[src/rtl/bsg_tag_serializer_pkg.sv]
// Shared command type, FSM encodings and helpers for the bsg_tag packet serializer.
`ifndef BSG_TAG_SERIALIZER_PKG_SV
`define BSG_TAG_SERIALIZER_PKG_SV

`define BSG_TAG_CMD_DECLARE(lg_els, lg_width, max_payload) \
    typedef struct packed { \
        logic [lg_els-1:0]      nodeid; \
        logic                   data_not_reset; \
        logic [lg_width-1:0]    len; \
        logic [max_payload-1:0] payload; \
    } bsg_tag_cmd_s

package bsg_tag_serializer_pkg;

    typedef logic [2:0] tag_state_t;

    localparam tag_state_t ST_IDLE    = 3'd0;
    localparam tag_state_t ST_START   = 3'd1;
    localparam tag_state_t ST_NODE    = 3'd2;
    localparam tag_state_t ST_DNR     = 3'd3;
    localparam tag_state_t ST_LEN     = 3'd4;
    localparam tag_state_t ST_PAYLOAD = 3'd5;
    localparam tag_state_t ST_GAP     = 3'd6;

    // Enabled cycles of one packet: start bit, node id, dnr flag, length, payload.
    function automatic int packet_len(input int lg_els, input int lg_width, input int len);
        return 2 + lg_els + lg_width + len;
    endfunction

    function automatic int max_int(input int a, input int b);
        return (a > b) ? a : b;
    endfunction

endpackage

`endif

[src/rtl/bsg_tag_piso.sv]
// Parallel-in serial-out shifter; the serial bit is itself a flop so it can drive a pin directly.
module bsg_tag_piso
#(
    parameter int width_p = 15
)
(
    input  logic               clk_i,
    input  logic               reset_n_i,
    input  logic               load_i,
    input  logic               shift_i,
    input  logic [width_p-1:0] data_i,
    output logic               bit_o
);

    logic [width_p-1:0] shreg_q, shreg_d;
    logic               bit_q, bit_d;

    // Load presents data_i[0] on the next cycle; each shift then exposes the next higher bit.
    always_comb begin
        shreg_d = shreg_q;
        bit_d   = bit_q;
        if (load_i) begin
            bit_d   = data_i[0];
            shreg_d = data_i >> 1;
        end else if (shift_i) begin
            bit_d   = shreg_q[0];
            shreg_d = shreg_q >> 1;
        end
    end

    always_ff @(posedge clk_i or negedge reset_n_i) begin
        if (!reset_n_i) begin
            shreg_q <= '0;
            bit_q   <= 1'b0;
        end else begin
            shreg_q <= shreg_d;
            bit_q   <= bit_d;
        end
    end

    assign bit_o = bit_q;

endmodule

[src/rtl/bsg_tag_packet_serializer.sv]
// Host-side bsg_tag packet generator: one accepted command becomes one serial packet on tag data/enable.
module bsg_tag_packet_serializer
    import bsg_tag_serializer_pkg::*;
#(
    parameter int els_p        = 32,
    parameter int lg_width_p   = 4,
    parameter int gap_cycles_p = 2,
    localparam int lg_els_lp      = $clog2(els_p),
    localparam int max_payload_lp = (1 << lg_width_p) - 1
)
(
    input  logic                      clk_i,
    input  logic                      reset_n_i,
    input  logic                      v_i,
    input  logic [lg_els_lp-1:0]      nodeid_i,
    input  logic                      data_not_reset_i,
    input  logic [lg_width_p-1:0]     len_i,
    input  logic [max_payload_lp-1:0] payload_i,
    output logic                      ready_o,
    output logic                      tag_data_o,
    output logic                      tag_en_o,
    output logic                      busy_o
);

    `BSG_TAG_CMD_DECLARE(lg_els_lp, lg_width_p, max_payload_lp);

    localparam int cnt_w_lp = max_int(max_int($clog2(max_payload_lp + 1), lg_els_lp),
                                      max_int(lg_width_p, $clog2(gap_cycles_p + 1)));

    localparam logic [cnt_w_lp-1:0] node_cnt_lp = cnt_w_lp'(lg_els_lp - 1);
    localparam logic [cnt_w_lp-1:0] len_cnt_lp  = cnt_w_lp'(lg_width_p - 1);
    localparam logic [cnt_w_lp-1:0] gap_cnt_lp  = cnt_w_lp'((gap_cycles_p > 0) ? gap_cycles_p - 1 : 0);
    localparam tag_state_t          after_pkt_lp = (gap_cycles_p > 0) ? ST_GAP : ST_IDLE;

    tag_state_t                state_q, state_d;
    logic [cnt_w_lp-1:0]       cnt_q, cnt_d;
    bsg_tag_cmd_s              cmd_q, cmd_d;
    logic                      tag_en_q, tag_en_d;
    logic                      ready_q, ready_d;
    logic                      busy_q, busy_d;
    logic                      piso_load, piso_shift;
    logic [max_payload_lp-1:0] piso_data;

    // Every state entry reloads the PISO, so single-bit fields and the idle zeros also come out of it.
    always_comb begin
        state_d    = state_q;
        cnt_d      = cnt_q;
        cmd_d      = cmd_q;
        piso_load  = 1'b0;
        piso_shift = 1'b0;
        piso_data  = '0;
        case (state_q)
            ST_IDLE: begin
                if (v_i) begin
                    cmd_d.nodeid         = nodeid_i;
                    cmd_d.data_not_reset = data_not_reset_i;
                    cmd_d.len            = len_i;
                    cmd_d.payload        = payload_i;
                    state_d   = ST_START;
                    cnt_d     = '0;
                    piso_load = 1'b1;
                    piso_data = max_payload_lp'(1);
                end
            end
            ST_START: begin
                state_d   = ST_NODE;
                cnt_d     = node_cnt_lp;
                piso_load = 1'b1;
                piso_data = max_payload_lp'(cmd_q.nodeid);
            end
            ST_NODE: begin
                if (cnt_q != '0) begin
                    cnt_d      = cnt_q - cnt_w_lp'(1);
                    piso_shift = 1'b1;
                end else begin
                    state_d   = ST_DNR;
                    cnt_d     = '0;
                    piso_load = 1'b1;
                    piso_data = max_payload_lp'(cmd_q.data_not_reset);
                end
            end
            ST_DNR: begin
                state_d   = ST_LEN;
                cnt_d     = len_cnt_lp;
                piso_load = 1'b1;
                piso_data = max_payload_lp'(cmd_q.len);
            end
            ST_LEN: begin
                if (cnt_q != '0) begin
                    cnt_d      = cnt_q - cnt_w_lp'(1);
                    piso_shift = 1'b1;
                end else if (cmd_q.len != '0) begin
                    state_d   = ST_PAYLOAD;
                    cnt_d     = cnt_w_lp'(cmd_q.len) - cnt_w_lp'(1);
                    piso_load = 1'b1;
                    piso_data = cmd_q.payload;
                end else begin
                    state_d   = after_pkt_lp;
                    cnt_d     = gap_cnt_lp;
                    piso_load = 1'b1;
                end
            end
            ST_PAYLOAD: begin
                if (cnt_q != '0) begin
                    cnt_d      = cnt_q - cnt_w_lp'(1);
                    piso_shift = 1'b1;
                end else begin
                    state_d   = after_pkt_lp;
                    cnt_d     = gap_cnt_lp;
                    piso_load = 1'b1;
                end
            end
            ST_GAP: begin
                if (cnt_q != '0) begin
                    cnt_d = cnt_q - cnt_w_lp'(1);
                end else begin
                    state_d   = ST_IDLE;
                    piso_load = 1'b1;
                end
            end
            default: begin
                state_d   = ST_IDLE;
                cnt_d     = '0;
                piso_load = 1'b1;
            end
        endcase
    end

    always_comb begin
        tag_en_d = (state_d != ST_IDLE) && (state_d != ST_GAP);
        ready_d  = (state_d == ST_IDLE);
        busy_d   = (state_d != ST_IDLE);
    end

    always_ff @(posedge clk_i or negedge reset_n_i) begin
        if (!reset_n_i) begin
            state_q  <= ST_IDLE;
            cnt_q    <= '0;
            cmd_q    <= '0;
            tag_en_q <= 1'b0;
            ready_q  <= 1'b1;
            busy_q   <= 1'b0;
        end else begin
            state_q  <= state_d;
            cnt_q    <= cnt_d;
            cmd_q    <= cmd_d;
            tag_en_q <= tag_en_d;
            ready_q  <= ready_d;
            busy_q   <= busy_d;
        end
    end

    bsg_tag_piso #(.width_p(max_payload_lp)) piso (
        .clk_i     (clk_i),
        .reset_n_i (reset_n_i),
        .load_i    (piso_load),
        .shift_i   (piso_shift),
        .data_i    (piso_data),
        .bit_o     (tag_data_o)
    );

    assign tag_en_o = tag_en_q;
    assign ready_o  = ready_q;
    assign busy_o   = busy_q;

endmodule

[config.mk]
export PLATFORM = sky130hd
export DESIGN_NAME = bsg_tag_packet_serializer
export DESIGN_NICKNAME = d
export VERILOG_FILES = /design/src/rtl/bsg_tag_serializer_pkg.sv /design/src/rtl/bsg_tag_piso.sv /design/src/rtl/bsg_tag_packet_serializer.sv
export SDC_FILE = /design/constraint.sdc
export NUM_CORES = 1
export LEC_CHECK = 0
export CAP_MARGIN = 40
export CORE_AREA = 2 2 75 77
export DETAILED_ROUTE_END_ITERATION = 12
export DIE_AREA = 0 0 77 79
export GPL_ROUTABILITY_DRIVEN = 0
export PLACE_DENSITY = 0.75
export SLEW_MARGIN = 15
export SYNTH_ARGS = -nofsm -noshare
export SYNTH_HDL_FRONTEND = slang
export SYNTH_SLANG_ARGS = --single-unit
[constraint.sdc]
create_clock -name clk_i -period 2.65 [get_ports clk_i]
set_input_delay 0.265 -clock clk_i [delete_from_list [all_inputs] [get_ports clk_i]]
set_output_delay 0.265 -clock clk_i [all_outputs]
set_load 0.005 [all_outputs]
Yosys cells after proc, flatten, opt, wreduce, memory -nomap -nowiden
Index checks and enable logic that the tools add are counted.
{ "totals": {"reg_bits": 52, "in_bits": 28, "wordCells": 61} }
{ "classes": {"n_addsub": 2, "n_eq_ne": 9, "mux": 28, "n_reduce_logical": 11} }
{ "op_table": {"columns": ["op", "count"], "rows": [
  ["$pmux 15 s5", 1],
  ["$mux 15", 4],
  ["$pmux 5 s7", 1],
  ["$mux 5", 6],
  ["$pmux 3 s7", 1],
  ["$mux 3", 5],
  ["$eq 3x3->1 const B", 3],
  ["$mux 1", 8],
  ["$eq 3x2->1 const B", 2],
  ["$logic_not 3->1", 2],
  ["$reduce_bool 5->1", 1],
  ["$sub 4x1->5 const B", 1],
  ["$sub 5x1->5 const B", 1],
  ["$ne 2x2->1 const B", 2],
  ["$reduce_and 2->1", 2],
  ["$reduce_bool 4->1", 1],
  ["$reduce_or 4->1", 1],
  ["$eq 3x1->1 const B", 1],
  ["$ne 3x3->1 const B", 1],
  ["$reduce_bool 3->1", 1],
  ["$reduce_or 3->1", 1],
  ["$mux 2", 1],
  ["$pmux 1 s2", 1],
  ["$reduce_bool 2->1", 1],
  ["$logic_and 1x1->1", 1]
]} }

Longest topological paths before layout
{ "logic_depth": {"depth_word": 6, "depth_mapped": 8, "depth_no_buf": 6} }

Hierarchy
Synthesis repeated with hierarchy kept, for this count alone.
{ "unflattened": {"hier_cells": 234, "area_unflattened_um2": 2671.3} }
{ "by_module_without_submodules": {"columns": ["mod", "instances", "cells_per_inst", "area_per_inst_um2", "seq_area_each_um2"], "rows": [
  ["bsg_tag_packet_serializer", 1, 169, 1936.9, 902.1],
  ["bsg_tag_piso", 1, 65, 734.5, 375.4]
]} }

Worst setup path before layout
No wires, ideal clock.
{ "synth_path": {"path_kind": "reg2reg", "startpoint": "reg cnt_q[0]", "endpoint": "reg piso.shreg_q[2]", "setup_time_ns": 0.082, "arrival_time_ns": 1.986, "required_time_ns": 2.568, "slack_ns": 0.582, "stages_incl_launch_ff": 9, "n_path_buf": 2, "period_less_slack_ns": 2.068, "cell_sequence": "dfrtp_1 > inv_1 > ha_1 > or4b_4 > buf_6 > nor4_4 > buf_6 > nand2_2 > a31oi_1"} }
{ "synth_via": {"elab_chain_cells": 4} }
{ "synth_lines": {"columns": ["item", "line_no", "source"], "rows": [
  ["start, declared", "bsg_tag_packet_serializer.sv:36", "logic [cnt_w_lp-1:0] cnt_q, cnt_d;"],
  ["start signal, assigned", "bsg_tag_packet_serializer.sv:145", "cnt_q <= cnt_d;"],
  ["$reduce_bool 5->1 (*)", null, null],
  ["$mux 15 (tied with other cells)", "bsg_tag_packet_serializer.sv:89", "if (cnt_q != '0) begin"],
  ["$pmux 15 s5 (tied with other cells)", "bsg_tag_packet_serializer.sv:52", "case (state_q)"],
  ["$mux 15 / $reduce_bool 2->1 (equally long branches)", null, null],
  ["end signal, assigned", "bsg_tag_piso.sv:36", "shreg_q <= shreg_d;"],
  ["end, declared", "bsg_tag_piso.sv:15", "logic [width_p-1:0] shreg_q, shreg_d;"]
]} }
Mark *: on every way between the ends. The rest lies on a longest branch, timed or not.
A chain may end at the register's enable or synchronous reset.

Final worst setup path
{ "layout_path": {"startpoint": "reg cnt_q[0]", "endpoint": "reg piso.shreg_q[3]"} }
Same word-level chain as after synthesis.

==> results_dict.tcl <==
set metrics [dict create \
    relSlewSlack_pct 48.0 \
    fmax_ghz 0.456 \
    layout-drive-gt1-share_pct 19.5 \
    synth-seq-cells 51 \
    path_class "flop to flop" \
    worst_slew_pin_slew_ns 0.781 \
    rows 27 \
    dieWidth_um 77 \
    tns_ns 0 \
    die_h_um 79 \
    portBuffers 31 \
    core-area_sq_mm 0.00534 \
    grtUsageTotal_pct 19.0 \
    clock_sinks 51 \
    dieArea_sq_mm 0.00608 \
    yosysUniqueCellTypes 46 \
    timing.final.max_slew_violations 0 \
    reg2reg_to "piso.shreg_q[3]" \
    startpoint "cnt_q[0]" \
    grt_start_max_net_pins 52 \
    yosys.area.top_type_share_pct 48.7 \
    ir_drop_mv 0.444 \
    hpwl_um 3610 \
    finalCriticalPeriod_ns 2.19 \
    drt-total-wl_um 5260 \
    antennaDiodeCount 0 \
    p_leak_nw 1.26 \
    hold_buffers 0 \
    ys_seq_area_share_pct 49.7 \
    cts_tree "done" \
    grt-ovfl-total 0 \
    htreeDepth 2 \
    crit_path_end_kind "flop" \
    synth_top_cell_by_area "dfrtp_1" \
    antenna_found_initial 0 \
    ioPinCount 32 \
    synthesis.area_sq_mm 0.00257 \
    ctsRootBufferMaster "clkbuf_8" \
    drt_first_pass_iters 5 \
    cp.required_ns 2.91 \
    crit_end "piso.shreg_q[3]" \
    drc 0 \
    cts.path.max_buffers 2 \
    ys.warnings.count 0 \
    clock_skew_ns 0.0123 \
    cts_setup_buffers 0 \
    avgRoutedWirePerCell_um 15.1 \
    crit_path_start_kind "flop" \
    place_inst 341 \
    min_path_type "primary input to async pin" \
    clk_latency_ns 0.33 \
    grt_pass1_vias 1974 \
    syn_avg_cell_area_sq_um 10.6 \
    stdcell_count 349 \
    reg2reg_depth 7 \
    start_util_pct 48.1 \
    grt_setup_unrepaired "false" \
    antenna_left 0 \
    cp_max_fo 16 \
    layout.nets 305 \
    status "finished, final reports clean" \
    post_drt_via_cell_ratio 5.77 \
    max_cap_violations 0 \
    clk_pin_slew_ns 0.11 \
    syn_to_final_growth_pct 20.0 \
    r2r-start "cnt_q[0]" \
    power_density_mw_per_mm2 1160 \
    power_mw 3.57 \
    netlist_instances 242 \
    syn-num-nets 271 \
    synth_area_leaders "dfrtp_1, mux2_2, o21ai_0, nand2_1, mux2i_1" \
    critical_path_arrival_ns 2.46 \
    grt_first_pass_wirelength_um 9290 \
    numCtsBuffers 5 \
    setup_viol 0 \
    r2r_setup_slack_ns 0.46 \
    vias 2012 \
    final_core_util_pct 57.8 \
    cts_resized 0 \
    drt_iter0_markers 195 \
    finalHoldViolations 0 \
    period_share_pct 82.8 \
]
## area by class of cell
| cell class | instances | area (sq um) |
|---|---|---|
| inverter | 8 | 30.0 |
| clock inverter | 3 | 27.5 |
| multi-input combinational | 167 | 1190 |
| timing repair buffer | 43 | 395 |
| sequential | 51 | 1280 |
| tap | 72 | 90.1 |
| fill | 493 | 2250 |
| clock buffer | 5 | 68.8 |
## per-stage QoR
stage / setup slack [ns] / hold WS (ns) / area [sq um]
after floorplan: 0.582 / -0.0306 / 2570
after global placement: 0.571 / 0.408 / 2990
after detailed placement: 0.494 / 0.412 / 2990
after CTS: 0.468 / 0.0629 / 3080
after global routing: 0.267 / 0.0912 / 3080
final: 0.455 / 0.0333 / 3080
## cells in the mapped netlist (all sizes together)
cell,count
o22a,3
a21oi,11
or4,1
nand3b,1
or3,1
buf,4
o211ai,4
and2,1
ha,1
xnor2,1
nor2,10
nor3,4
o22ai,2
nor4b,2
dfstp,1
clkbuf,12
o21ai,28
o2111ai,1
nand4b,1
o21a,1
nor3b,1
nand2b,5
a22oi,4
or4b,1
a222oi,2
inv,8
nand3,2
a31oi,4
mux2,27
nand2,19
o221ai,1
mux2i,6
xor2,1
dfrtp,50
o31ai,4
a22o,4
o311ai,2
nor4,4
nor2b,6
and3,1
## sequential cells by signal, summed over array words and instances (netlist names)
signal and count:
ready_o 1, piso.bit_o 1, cmd_q 25, state_q 3
tag_en_o 1, cnt_q 5, piso.shreg_q 14, busy_o 1
## routing by layer
metal  track usage [%]  vias up  wire length, um
met3              2.84       10              296
met2              30.2       62             2530
met5                 0        -                0
li1                  -      955                -
met1              26.0      985             2330
met4              8.93        0              106
## critical path, stage by stage (launching register included)
cell and delay [ns]:
dfrtp_1 0.43, inv_1 0.07, ha_1 0.19, or4b_4 0.60, nor4_4 0.31, buf_4 0.23
a222oi_1 0.12, a21oi_1 0.18
## cell families (layout without fill, tap and decap cells)
logic type / count (synthesis) / after routing / share of synthesized area (%)
compound gates: 71 / 71 / 17.6
xor+xnor: 2 / 2 / 0.682
fa+ha+maj: 1 / 1 / 0.487
buf+inv: 24 / 59 / 4.19
flops: 51 / 51 / 49.7
mux: 33 / 33 / 14.2
simple gates: 60 / 60 / 13.1
## layout by cell type (no fill, tap or decap), types with 2 or more instances in the layout
master and instances:
dfrtp_1 50, clkdlybuf4s50_1 30, o21ai_0 27, mux2_2 27
nand2_1 18, buf_4 12, a21oi_1 11, nor2_1 10
inv_1 8, nor2b_1 6, mux2i_1 6, nand2b_1 5
clkbuf_8 5, a22o_1 4, o31ai_1 4, a22oi_1 4
nor3_1 4, o211ai_1 4, nor4_1 3, a31oi_1 3
o22a_1 3, o311ai_0 2, nand3_1 2, o22ai_1 2
a222oi_1 2
## worst min-delay path by stage
stage	startpoint	endpoint	cells past startpoint
after floorplan	reset_n_i	busy_o	0
after global placement	reset_n_i	cmd_q[23]	2
after detailed placement	reset_n_i	cmd_q[18]	2
after CTS	reset_n_i	cmd_q[18]	2
after global routing	reset_n_i	cmd_q[18]	2
final	reset_n_i	cmd_q[18]	2
## power breakdown
part | leakage (nW) | total (mW) | internal (mW) | switching (mW)
combinational | 0.591 | 1.64 | 0.822 | 0.815
sequential | 0.627 | 1.44 | 1.14 | 0.292
clock | 0.0467 | 0.494 | 0.196 | 0.298
(Power assumes the default switching activity.)
